## src/rtl/bitty_pkg.sv

```systemverilog
// Shared encodings for the bitty fetch sequencer: instruction formats,
// branch conditions, compare results and the fetch FSM states.
package bitty_pkg;

  localparam logic [1:0] FMT_REG  = 2'b00;
  localparam logic [1:0] FMT_IMM  = 2'b01;
  localparam logic [1:0] FMT_BR   = 2'b10;

  localparam logic [1:0] BR_EQ    = 2'b00;
  localparam logic [1:0] BR_GT    = 2'b01;
  localparam logic [1:0] BR_LT    = 2'b10;
  localparam logic [1:0] BR_NEVER = 2'b11;

  localparam logic [1:0] CMP_EQ   = 2'b00;
  localparam logic [1:0] CMP_GT   = 2'b01;
  localparam logic [1:0] CMP_LT   = 2'b10;
  localparam logic [1:0] CMP_NONE = 2'b11;

  typedef enum logic [2:0] {
    IDLE  = 3'd0,
    FETCH = 3'd1,
    ISSUE = 3'd2,
    WAIT  = 3'd3,
    NEXT  = 3'd4
  } fetch_state_e;

  // Condition codes line up with compare codes, so a match is equality,
  // except that the "never" code must not match a "none" compare.
  function automatic logic br_cond_met(input logic [1:0] cond, input logic [1:0] cmp_res);
    return (cond != BR_NEVER) && (cond == cmp_res);
  endfunction

endpackage

```

## src/rtl/bitty_branch_eval.sv

```systemverilog
// Combinational next-PC selection: branch target when a branch condition
// holds, otherwise the sequential PC.
module bitty_branch_eval
  import bitty_pkg::*;
#(
  parameter int ADDR_W = 8
) (
  input  logic [15:0]       d_inst,
  input  logic [1:0]        cmp,
  input  logic [ADDR_W-1:0] pc,
  output logic              taken,
  output logic [ADDR_W-1:0] next_pc
);

  logic [11:0] w_target_field;

  assign w_target_field = d_inst[15:4];

  always_comb begin
    taken = (d_inst[1:0] == FMT_BR) && br_cond_met(d_inst[3:2], cmp);
    if (taken) begin
      next_pc = w_target_field[ADDR_W-1:0];
    end else begin
      next_pc = pc + {{(ADDR_W-1){1'b0}}, 1'b1};
    end
  end

endmodule

```

## src/rtl/bitty_fetch.sv

```systemverilog
// Instruction sequencer: fetches from instruction memory, issues a run pulse
// to the cpu controller, waits for done, then advances or branches.
module bitty_fetch
  import bitty_pkg::*;
#(
  parameter int                ADDR_W   = 8,
  parameter logic [ADDR_W-1:0] END_ADDR = {ADDR_W{1'b1}}
) (
  input  logic              clk,
  input  logic              reset,
  input  logic              start,
  input  logic              stop,
  output logic [ADDR_W-1:0] mem_addr,
  output logic              mem_rd,
  input  logic [15:0]       mem_data,
  input  logic              mem_valid,
  output logic              run,
  output logic [15:0]       d_inst,
  input  logic              done,
  input  logic [1:0]        cmp,
  output logic [ADDR_W-1:0] pc,
  output logic              busy,
  output logic              halted
);

  fetch_state_e      r_state;
  logic [ADDR_W-1:0] r_pc;
  logic [15:0]       r_inst;
  logic              r_run;
  logic              r_mem_rd;
  logic              r_halted;
  logic              r_stop_pend;

  logic              w_taken;
  logic [ADDR_W-1:0] w_next_pc;
  logic              w_halt;

  bitty_branch_eval #(.ADDR_W(ADDR_W)) u_branch_eval (
    .d_inst  (r_inst),
    .cmp     (cmp),
    .pc      (r_pc),
    .taken   (w_taken),
    .next_pc (w_next_pc)
  );

  assign w_halt   = r_stop_pend || (!w_taken && (r_pc == END_ADDR));
  assign mem_addr = r_pc;
  assign pc       = r_pc;
  assign mem_rd   = r_mem_rd;
  assign run      = r_run;
  assign d_inst   = r_inst;
  assign halted   = r_halted;
  assign busy     = (r_state != IDLE);

  always_ff @(posedge clk or posedge reset) begin
    if (reset) begin
      r_state     <= IDLE;
      r_pc        <= '0;
      r_inst      <= 16'h0000;
      r_run       <= 1'b0;
      r_mem_rd    <= 1'b0;
      r_halted    <= 1'b0;
      r_stop_pend <= 1'b0;
    end else begin
      r_run <= 1'b0;
      if (stop && (r_state != IDLE)) begin
        r_stop_pend <= 1'b1;
      end
      case (r_state)
        IDLE: begin
          if (start) begin
            r_state  <= FETCH;
            r_mem_rd <= 1'b1;
            r_halted <= 1'b0;
          end
        end
        FETCH: begin
          if (mem_valid) begin
            r_inst   <= mem_data;
            r_mem_rd <= 1'b0;
            r_run    <= 1'b1;
            r_state  <= ISSUE;
          end
        end
        ISSUE: begin
          r_state <= WAIT;
        end
        WAIT: begin
          if (done) begin
            r_state <= NEXT;
          end
        end
        NEXT: begin
          // A stop arriving in this very cycle applies to the next instruction.
          r_pc        <= w_next_pc;
          r_stop_pend <= stop;
          if (w_halt) begin
            r_state  <= IDLE;
            r_halted <= 1'b1;
          end else begin
            r_state  <= FETCH;
            r_mem_rd <= 1'b1;
          end
        end
        default: begin
          r_state  <= IDLE;
          r_mem_rd <= 1'b0;
        end
      endcase
    end
  end

endmodule

```

## config.mk

```make
export PLATFORM = sky130hd
export DESIGN_NAME = bitty_fetch
export DESIGN_NICKNAME = d
export VERILOG_FILES = /design/src/rtl/bitty_pkg.sv /design/src/rtl/bitty_branch_eval.sv /design/src/rtl/bitty_fetch.sv
export SDC_FILE = /design/constraint.sdc
export NUM_CORES = 1
export LEC_CHECK = 0
export ABC_AREA = 1
export BUFFER_PORTS_ARGS = -buffer_cell sky130_fd_sc_hd__buf_2
export CAP_MARGIN = 40
export CORE_ASPECT_RATIO = 0.9
export CORE_MARGIN = 5
export CORE_UTILIZATION = 40
export DETAILED_ROUTE_END_ITERATION = 8
export PLACE_DENSITY = 0.67
export SETUP_SLACK_MARGIN = 0.5
export SLEW_MARGIN = 20
export SYNTH_ARGS = -nofsm -noshare
export SYNTH_HDL_FRONTEND = slang
export SYNTH_SLANG_ARGS = --single-unit
```

## constraint.sdc

```tcl
create_clock -name clk -period 1.9 [get_ports clk]
set_input_delay 0.475 -clock clk [delete_from_list [all_inputs] [get_ports clk]]
set_output_delay 0.475 -clock clk [all_outputs]
set_load 0.005 [all_outputs]
```

==> results of run 1 <==
power groups by stage:
stage	sequential, mW	combinational (mW)	clock [mW]
CTS	1.29	1.56	0.543
detailed placement	1.29	1.42	0
floorplan	1.27	0.964	0
global route	1.37	1.94	0.573
global placement	1.28	1.41	0
finish	1.31	1.74	0.526
critical path, delay by kind of cell (launching register included):
family | cells | cell delay (ns)
and+or+nand+nor | 2 | 0.16
DFF | 1 | 0.41
buffers and inverters | 3 | 0.27
flip-flops by register name, summed over array words and instances (netlist names):
name	flops
halted	1
r_state	3
mem_addr	8
run	1
mem_rd	1
r_stop_pend	1
d_inst	16
layout make-up:
type	count	area (um^2)
clock buffer	6	82.58
clock inverter	1	5.005
fill	331	1630
inverter	23	86.33
multi-input combinational	115	680.7
sequential	31	779.5
tap	46	57.56
timing repair buffer	76	435.4
cell families (layout without fill, tap and decap cells):
kind of cell	Yosys count	in the layout	synth area share, %
muxes	11	11	7.920
DFF	31	31	49.60
xor gates and xnor gates	4	4	2.240
buffers and inverters	34	106	10.88
and+or+nand+nor	79	79	22.00
adders and majority gates	1	1	0.7999
AOI/OAI and AO/OA	20	20	6.560
per-stage QoR:
stage	hold slack (ns)	utilization, %	area [um^2]	cells
after detailed placement	0.4602	49.38	1856	277
after floorplan	0.4637	-	1564	180
after global placement	0.4612	49.38	1856	277
final	0.2604	56.61	2127	298
after CTS	0.2674	53.51	2011	289
after global routing	0.2840	56.61	2127	298
placed cells by master, fill, tap and decap left out:
cell type                  Yosys  layout
sky130_fd_sc_hd__nand3_4       0       2
sky130_fd_sc_hd__nor2_1       10       8
sky130_fd_sc_hd__dfrtp_1      31      28
sky130_fd_sc_hd__nand4_1       2       2
sky130_fd_sc_hd__buf_4         9      16
sky130_fd_sc_hd__inv_2         4       7
sky130_fd_sc_hd__nor2_2        1       1
sky130_fd_sc_hd__o21ai_1       9       9
sky130_fd_sc_hd__buf_12        0       1
sky130_fd_sc_hd__buf_2         1      59
sky130_fd_sc_hd__nand2_1      50      50
sky130_fd_sc_hd__nor2_4        2       4
sky130_fd_sc_hd__ha_4          0       1
sky130_fd_sc_hd__nand2_4       0       1
sky130_fd_sc_hd__xor2_1        3       3
sky130_fd_sc_hd__dfrtp_2       0       3
sky130_fd_sc_hd__a21oi_1       4       4
sky130_fd_sc_hd__inv_1        19      16
sky130_fd_sc_hd__mux2_1       11      11
sky130_fd_sc_hd__or2_2         1       1
sky130_fd_sc_hd__o211ai_1      1       1
sky130_fd_sc_hd__o21ai_0       6       6
sky130_fd_sc_hd__nor3_2        1       2
sky130_fd_sc_hd__nand3_1      10       8
sky130_fd_sc_hd__clkbuf_8      0       6
sky130_fd_sc_hd__clkinv_2      0       1
sky130_fd_sc_hd__xnor2_1       1       1
per-layer routing:
layer	vias to the layer above	routed length, um
met3	6	332
met2	66	1898
met5	-	0
met4	0	72
met1	657	1634
li1	711	-
worst paths after layout:
kind	startpoint	endpoint	slack (ns)	cells past startpoint
worst min-delay path	reset	r_state[0]$_DFFE_PP0P_	0.26	3
max in group asynchronous	reset	mem_addr[2]$_DFFE_PP0P_	1.34	3
worst max-delay path	r_state[1]$_DFFE_PP0P_	busy	0.32	5
min in group clk	mem_data[10]	d_inst[10]$_DFFE_PP0P_	0.40	3
worst max register to register	r_state[0]$_DFFE_PP0P_	d_inst[13]$_DFFE_PP0P_	0.35	7
worst min register to register	mem_rd$_DFFE_PP0P_	mem_rd$_DFFE_PP0P_	0.48	2
timing repair:
action | CTS | global route
setup buffers | 5 | 9
resized for setup | 6 | 12
pin swaps | 3 | 8
endpoints found under the setup margin | 18 | 31
==> metrics.txt, run 1 <==
# TYPE chip_impl_metric gauge
chip_impl_metric{name="worstMarginPinSlew",unit="ns"} 0.3940
chip_impl_metric{name="drv_cap",unit=""} 0
chip_impl_metric{name="finalCritPeriodShare",unit="%"} 83.29
chip_impl_metric{name="final_max_slew_viol_count",unit=""} 0
chip_impl_metric{name="clock_insertion_delay_worst_skew",unit="ns"} 0.29
chip_impl_info{name="grt_setup_unrepaired",value="yes"} 1
chip_impl_metric{name="cts-root-to-sink-buffers",unit=""} 2
chip_impl_metric{name="worst_clock_skew",unit="ns"} 0.007172
chip_impl_metric{name="layout-drive-gt1-share",unit="%"} 41.67
chip_impl_metric{name="clkSinkCount",unit=""} 31
chip_impl_info{name="min_path_type",value="input port to async pin"} 1
chip_impl_info{name="clockRootBuffer",value="sky130_fd_sc_hd__clkbuf_8"} 1
chip_impl_metric{name="p_sw",unit="mW"} 1.467
chip_impl_metric{name="synthToLayoutAreaGrowth",unit="%"} 36.00
chip_impl_info{name="grt-busiest-layer",value="met2"} 1
chip_impl_metric{name="synthArstFlopShare",unit="%"} 100.0
chip_impl_info{name="cpMaxStageDelayCell",value="sky130_fd_sc_hd__dfrtp_1"} 1
chip_impl_metric{name="fp.dieH",unit="um"} 69.32
chip_impl_metric{name="synth_edf_count",unit=""} 0
chip_impl_metric{name="overall_power_of_the_completed_layout",unit="mW"} 3.583
chip_impl_info{name="synth_flop_cell",value="sky130_fd_sc_hd__dfrtp_1"} 1
chip_impl_metric{name="routed_vias_inst",unit=""} 4.832
chip_impl_metric{name="port_buffers",unit=""} 59
chip_impl_metric{name="timing.critical_path.arrival",unit="ns"} 1.11
chip_impl_metric{name="clkPwrFrac",unit="%"} 14.7
chip_impl_metric{name="pwr_density_cell",unit="mW/mm^2"} 1684
chip_impl_metric{name="final.min_clock_period",unit="ns"} 1.582
chip_impl_metric{name="floorplan_die_area",unit="mm^2"} 0.005262
chip_impl_metric{name="final_routed_wirelength_across_all_metal_layers",unit="mm"} 3.937
chip_impl_metric{name="power.internal",unit="mW"} 2.116
chip_impl_metric{name="final-setup-viol-count",unit=""} 0
chip_impl_metric{name="p_leak",unit="nW"} 1.125
chip_impl_info{name="timing.critical_path.cells",value="inv_2 -> nand2_4 -> nor2_4 -> inv_2 -> buf_2"} 1
chip_impl_info{name="netlist.top_cell.by_area",value="sky130_fd_sc_hd__dfrtp_1"} 1
chip_impl_metric{name="detail_route.wl_per_cell",unit="um"} 13.21
chip_impl_metric{name="met1_usage_grt",unit="%"} 17.69
chip_impl_metric{name="syn-num-nets",unit=""} 205
chip_impl_metric{name="detailedRoute.firstIterationViolations",unit=""} 168
chip_impl_metric{name="cts_hold_buf",unit=""} 0
chip_impl_info{name="cp-start-kind",value="flip-flop"} 1
chip_impl_metric{name="count_of_antenna_violating_nets_left_after_detailed_routing",unit=""} 0
chip_impl_metric{name="postSynthAreaPerCell",unit="um^2"} 8.689
chip_impl_metric{name="cts.reportedPaths.clkPinSlew",unit="ns"} 0.06
chip_impl_metric{name="synth_cells",unit=""} 180
chip_impl_metric{name="vdd_ir_drop_max",unit="uV"} 722.1
chip_impl_metric{name="synth_seq_cells",unit=""} 31
chip_impl_metric{name="p_sw_share",unit="%"} 40.95
chip_impl_metric{name="track_usage",unit="%"} 14.23
chip_impl_metric{name="initial_core_utilization",unit="%"} 41.63
chip_impl_metric{name="die_w",unit="um"} 75.91
chip_impl_metric{name="via_count_of_the_first_global_routing_pass",unit=""} 1341
chip_impl_info{name="worstSetupPathType",value="flip-flop to output port"} 1
chip_impl_metric{name="syn-cell-area",unit="mm^2"} 0.001564
chip_impl_metric{name="post_route_setup_tns",unit="ns"} 0
chip_impl_metric{name="grt_start_max_net_pins",unit=""} 32
chip_impl_info{name="cell_with_the_most_instances_after_synthesis",value="sky130_fd_sc_hd__nand2_1"} 1
chip_impl_metric{name="core_area",unit="mm^2"} 0.003757
chip_impl_metric{name="insertedDiodeCount",unit=""} 0
chip_impl_metric{name="routabilityCongestion",unit=""} 0.8474
chip_impl_metric{name="max_stage_delay",unit="ns"} 0.41
chip_impl_metric{name="groute.layer.met2.usage",unit="%"} 21.01
chip_impl_info{name="synthTopCellsByCount",value="sky130_fd_sc_hd__nand2_1, sky130_fd_sc_hd__dfrtp_1, sky130_fd_sc_hd__inv_1, sky130_fd_sc_hd__mux2_1"} 1
chip_impl_info{name="cts_tree",value="built"} 1
chip_impl_metric{name="yosys_warning_count",unit=""} 0
chip_impl_info{name="crit_top_cell",value="sky130_fd_sc_hd__inv_2"} 1
chip_impl_metric{name="design.final.nets",unit=""} 277
chip_impl_metric{name="globalRouteOverflowTotal",unit=""} 0
chip_impl_metric{name="drc",unit=""} 0
chip_impl_info{name="synthTopCellsByArea",value="sky130_fd_sc_hd__dfrtp_1, sky130_fd_sc_hd__nand2_1, sky130_fd_sc_hd__mux2_1"} 1
chip_impl_info{name="worst_setup_path_end_kind",value="output port"} 1
chip_impl_metric{name="gr-usage-met3",unit="%"} 5.195
chip_impl_metric{name="cts_buf_count",unit=""} 5
chip_impl_metric{name="required",unit="ns"} 1.42
chip_impl_metric{name="top_level_ports",unit=""} 60
chip_impl_metric{name="dr_total_vias",unit=""} 1440
chip_impl_metric{name="drt_first_pass_iters",unit=""} 5
chip_impl_metric{name="final.setup.worst_slack",unit="ns"} 0.3175
chip_impl_info{name="run_status",value="completed"} 1
chip_impl_metric{name="synthDominantCellAreaShare",unit="%"} 49.60
chip_impl_metric{name="power.combinational.fraction",unit="%"} 48.6
chip_impl_metric{name="hold_viol",unit=""} 0
chip_impl_metric{name="sequentialPowerShare",unit="%"} 36.7
chip_impl_metric{name="max_clock_freq",unit="MHz"} 631.9
chip_impl_metric{name="preCtsSetupSlack",unit="ns"} 0.3266
chip_impl_metric{name="timing.critical_path.fanout_max",unit=""} 3
chip_impl_metric{name="yosys_cell_types",unit=""} 24
chip_impl_metric{name="place.detailed.hpwl",unit="mm"} 2.577
chip_impl_metric{name="antenna_found_initial",unit=""} 0
chip_impl_metric{name="ctsHtreeMaxLevel",unit=""} 2
chip_impl_metric{name="max_slew_margin",unit="%"} 73.73
chip_impl_metric{name="synth_sequential_area_ratio",unit="%"} 49.60
chip_impl_metric{name="rows",unit=""} 21
chip_impl_metric{name="grt_pass1_wl",unit="mm"} 6.099
No activity file was read; power rests on OpenSTA's default activity.
==> run 2, diff against run 1 <==
Clock period 1.9 ns to 1.5 ns, I/O delays scaled along.
==> run 2 against run 1 <==
Against the previous run: the flow now finishes with violations (negative setup slack); count of clock-buffer cells in the layout grew 2; clock skew rose by 0.0047 ns; register-to-register slack worse by 0.34 ns; wire length increased by 18%; via count grew 7.8%; non-clock buffer count increased by 31; clock power is 42% higher; critical endpoint unchanged; largest cell class is now multi-input combinational cells.
==> metrics.txt, run 2 (synthesis gave the netlist of run 1 again) <==
# TYPE chip_impl_metric gauge
chip_impl_info{name="violations",value="negative setup slack"} 1
chip_impl_metric{name="finalCritPeriodShare",unit="%"} 100.2
chip_impl_info{name="crit_top_cell",value="sky130_fd_sc_hd__inv_2"} 1
chip_impl_info{name="run_status",value="finished, violations left"} 1
chip_impl_metric{name="grt_start_max_net_pins",unit=""} 18
chip_impl_info{name="most_common_library_cell_in_the_layout_ignoring_fill_and_taps",value="sky130_fd_sc_hd__buf_2"} 1
chip_impl_metric{name="rows",unit=""} 21
chip_impl_metric{name="final_max_slew_viol_count",unit=""} 0
chip_impl_metric{name="timing.critical_path.arrival",unit="ns"} 1.13
chip_impl_info{name="cts_tree",value="built"} 1
chip_impl_metric{name="hold_ws",unit="ns"} 0.05710
chip_impl_info{name="grt_setup_unrepaired",value="yes"} 1
chip_impl_metric{name="design.final.nets",unit=""} 308
chip_impl_metric{name="count_of_antenna_violating_nets_left_after_detailed_routing",unit=""} 0
chip_impl_info{name="crit-reg2reg-capture",value="d_inst[13]$_DFFE_PP0P_"} 1
chip_impl_metric{name="pwr_density_cell",unit="mW/mm^2"} 2239
chip_impl_metric{name="ctsHtreeMaxLevel",unit=""} 2
chip_impl_info{name="crit_family",value="flip-flops"} 1
chip_impl_metric{name="die_w",unit="um"} 75.91
chip_impl_metric{name="port_buffers",unit=""} 59
chip_impl_metric{name="required",unit="ns"} 1.12
chip_impl_metric{name="drc",unit=""} 0
chip_impl_metric{name="hold_viol",unit=""} 0
chip_impl_metric{name="fp.dieH",unit="um"} 69.32
chip_impl_metric{name="worstMarginPinSlew",unit="ns"} 0.3754
chip_impl_metric{name="clock_insertion_delay_worst_skew",unit="ns"} 0.30
chip_impl_metric{name="max_clock_freq",unit="MHz"} 665.6
chip_impl_metric{name="drt_first_pass_iters",unit=""} 4
chip_impl_metric{name="top_level_ports",unit=""} 60
chip_impl_info{name="timing.critical_path.cells",value="inv_2 -> nand2_4 -> nor2_4 -> inv_2 -> buf_6"} 1
chip_impl_metric{name="utilization",unit="%"} 69.70
chip_impl_metric{name="sequentialPowerShare",unit="%"} 26.8
chip_impl_metric{name="routed_vias_inst",unit=""} 4.703
chip_impl_metric{name="dr_total_vias",unit=""} 1552
chip_impl_metric{name="insertedDiodeCount",unit=""} 0
chip_impl_metric{name="core_area",unit="mm^2"} 0.003757
chip_impl_metric{name="cts_hold_buf",unit=""} 0
chip_impl_metric{name="clkPwrFrac",unit="%"} 12.8
chip_impl_metric{name="cts-root-to-sink-buffers",unit=""} 2
chip_impl_metric{name="floorplan_die_area",unit="mm^2"} 0.005262
chip_impl_metric{name="p_sw",unit="mW"} 2.278
chip_impl_info{name="worst_setup_path_end_kind",value="output port"} 1
chip_impl_metric{name="synthToLayoutAreaGrowth",unit="%"} 67.44
chip_impl_metric{name="max_slew_margin",unit="%"} 74.92
chip_impl_metric{name="grt_pass1_wl",unit="mm"} 7.189
chip_impl_metric{name="reg2regPathDepth",unit=""} 6
chip_impl_info{name="clockRootBuffer",value="sky130_fd_sc_hd__clkbuf_8"} 1
chip_impl_metric{name="final.setup.worst_slack",unit="ns"} -0.002441
chip_impl_info{name="cpMaxStageDelayCell",value="sky130_fd_sc_hd__dfrtp_1"} 1
chip_impl_metric{name="p_sw_share",unit="%"} 38.85
chip_impl_metric{name="via_count_of_the_first_global_routing_pass",unit=""} 1597
chip_impl_metric{name="detail_route.wl_per_cell",unit="um"} 14.04
chip_impl_metric{name="track_usage",unit="%"} 16.66
chip_impl_metric{name="clkSinkCount",unit=""} 31
chip_impl_metric{name="globalRouteOverflowTotal",unit=""} 0
chip_impl_metric{name="worst-path-buf-inv",unit=""} 3
chip_impl_info{name="layout.cells.most_common_list",value="sky130_fd_sc_hd__buf_2, sky130_fd_sc_hd__nand2_1, sky130_fd_sc_hd__buf_4"} 1
chip_impl_metric{name="place.detailed.hpwl",unit="mm"} 2.709
chip_impl_metric{name="cts_buf_count",unit=""} 5
chip_impl_metric{name="drv_cap",unit=""} 0
chip_impl_metric{name="layout-drive-gt1-share",unit="%"} 57.75
chip_impl_metric{name="detailedRoute.firstIterationViolations",unit=""} 79
chip_impl_metric{name="final-setup-viol-count",unit=""} 1
chip_impl_metric{name="largest_register_ff_count",unit=""} 16
chip_impl_metric{name="routabilityCongestion",unit=""} 0.7833
chip_impl_metric{name="p_leak",unit="nW"} 1.343
chip_impl_metric{name="final.min_clock_period",unit="ns"} 1.502
chip_impl_metric{name="vdd_ir_drop_max",unit="uV"} 1188
chip_impl_info{name="min_path_type",value="input port to async pin"} 1
chip_impl_info{name="worstSetupPathType",value="flip-flop to output port"} 1
chip_impl_metric{name="final_routed_wirelength_across_all_metal_layers",unit="mm"} 4.634
chip_impl_metric{name="power.combinational.fraction",unit="%"} 60.5
chip_impl_metric{name="worst_clock_skew",unit="ns"} 0.01183
chip_impl_metric{name="initial_core_utilization",unit="%"} 41.63
chip_impl_info{name="timing.rr.start",value="r_state[1]$_DFFE_PP0P_"} 1
chip_impl_metric{name="cts.reportedPaths.clkPinSlew",unit="ns"} 0.07
chip_impl_metric{name="worst-r2r-setup-slack",unit="ns"} 0.01
chip_impl_metric{name="antenna_found_initial",unit=""} 0
chip_impl_metric{name="power.internal",unit="mW"} 3.586
chip_impl_info{name="cp-start-kind",value="flip-flop"} 1
chip_impl_metric{name="max_stage_delay",unit="ns"} 0.41
chip_impl_metric{name="timing.critical_path.fanout_max",unit=""} 2
run 2: cell types whose count changed in the layout (fill, tap and decap cells not counted), moves of 5 or more:
cell / change
sky130_fd_sc_hd__buf_2: -9
sky130_fd_sc_hd__buf_4: +19
sky130_fd_sc_hd__buf_6: +21
sky130_fd_sc_hd__nand2_1: -8
sky130_fd_sc_hd__nand2_2: +5
sky130_fd_sc_hd__nand3_1: -7
sky130_fd_sc_hd__nand3_2: +6
run 2: worst max-delay path by stage:
stage                                       from                      to  cells past startpoint
after CTS                 r_state[1]$_DFFE_PP0P_                    busy                      5
after detailed placement  r_state[2]$_DFFE_PP0P_   d_inst[2]$_DFFE_PP0P_                      5
after floorplan           r_state[0]$_DFFE_PP0P_  d_inst[12]$_DFFE_PP0P_                      6
after global routing      r_state[1]$_DFFE_PP0P_                    busy                      5
after global placement    r_state[0]$_DFFE_PP0P_  d_inst[14]$_DFFE_PP0P_                      6
final                     r_state[1]$_DFFE_PP0P_                    busy                      5
run 2: power groups by stage:
stage / sequential, mW / clock (mW) / combinational, mW
global route: 1.63 / 0.797 / 3.86
global placement: 1.60 / 0 / 1.98
detailed placement: 1.61 / 0 / 2.02
floorplan: 1.63 / 0 / 1.32
CTS: 1.54 / 0.754 / 2.97
finish: 1.57 / 0.749 / 3.54
run 2: area by class of cell:
type	instances	area, um^2
multi-input combinational	115	818.3
sequential	31	780.7
fill	295	1139
clock buffer	8	100.1
timing repair buffer	107	769.5
tap	46	57.56
inverter	23	92.59
run 2: worst register-to-register path, delay by kind of cell (launching register included):
family	cells	cell delay, ns
AND/OR/NAND/NOR	2	0.26
multiplexers	1	0.32
flip-flops	1	0.41
buffers and inverters	3	0.37
run 2: what timing repair did:
| item | in CTS | in global routing |
|---|---|---|
| resized for setup | 32 | 32 |
| buffers inserted | 30 | 10 |
| gates cloned | 1 | 0 |
| pin swaps | 13 | 21 |
| endpoints found under the setup margin | 67 | 67 |
run 2: layer usage:
layer / vias to the layer above / GRT usage, % / share of wire, %
met3: 11 / 5.455 / 6.1
met4: 0 / 8.103 / 2.8
met5: - / 0 / 0
met1: 728 / 20.21 / 42
li1: 769 / - / -
met2: 44 / 26.43 / 49
run 2: metrics by stage:
| step | power (mW) | area [um^2] | TNS, ns | std cells | setup slack [ns] |
|---|---|---|---|---|---|
| 2_1_floorplan | 2.952 | 1618 | 0 | 180 | 0.1427 |
| 3_3_place_gp | 3.583 | 1946 | 0 | 281 | 0.1133 |
| 3_5_place_dp | 3.628 | 1946 | 0 | 281 | 0.07629 |
| 4_1_cts | 5.265 | 2402 | 0 | 320 | 0.01233 |
| 5_1_grt | 6.284 | 2619 | -0.2711 | 330 | -0.03736 |
| 6_report | 5.863 | 2619 | -0.002441 | 330 | -0.002441 |
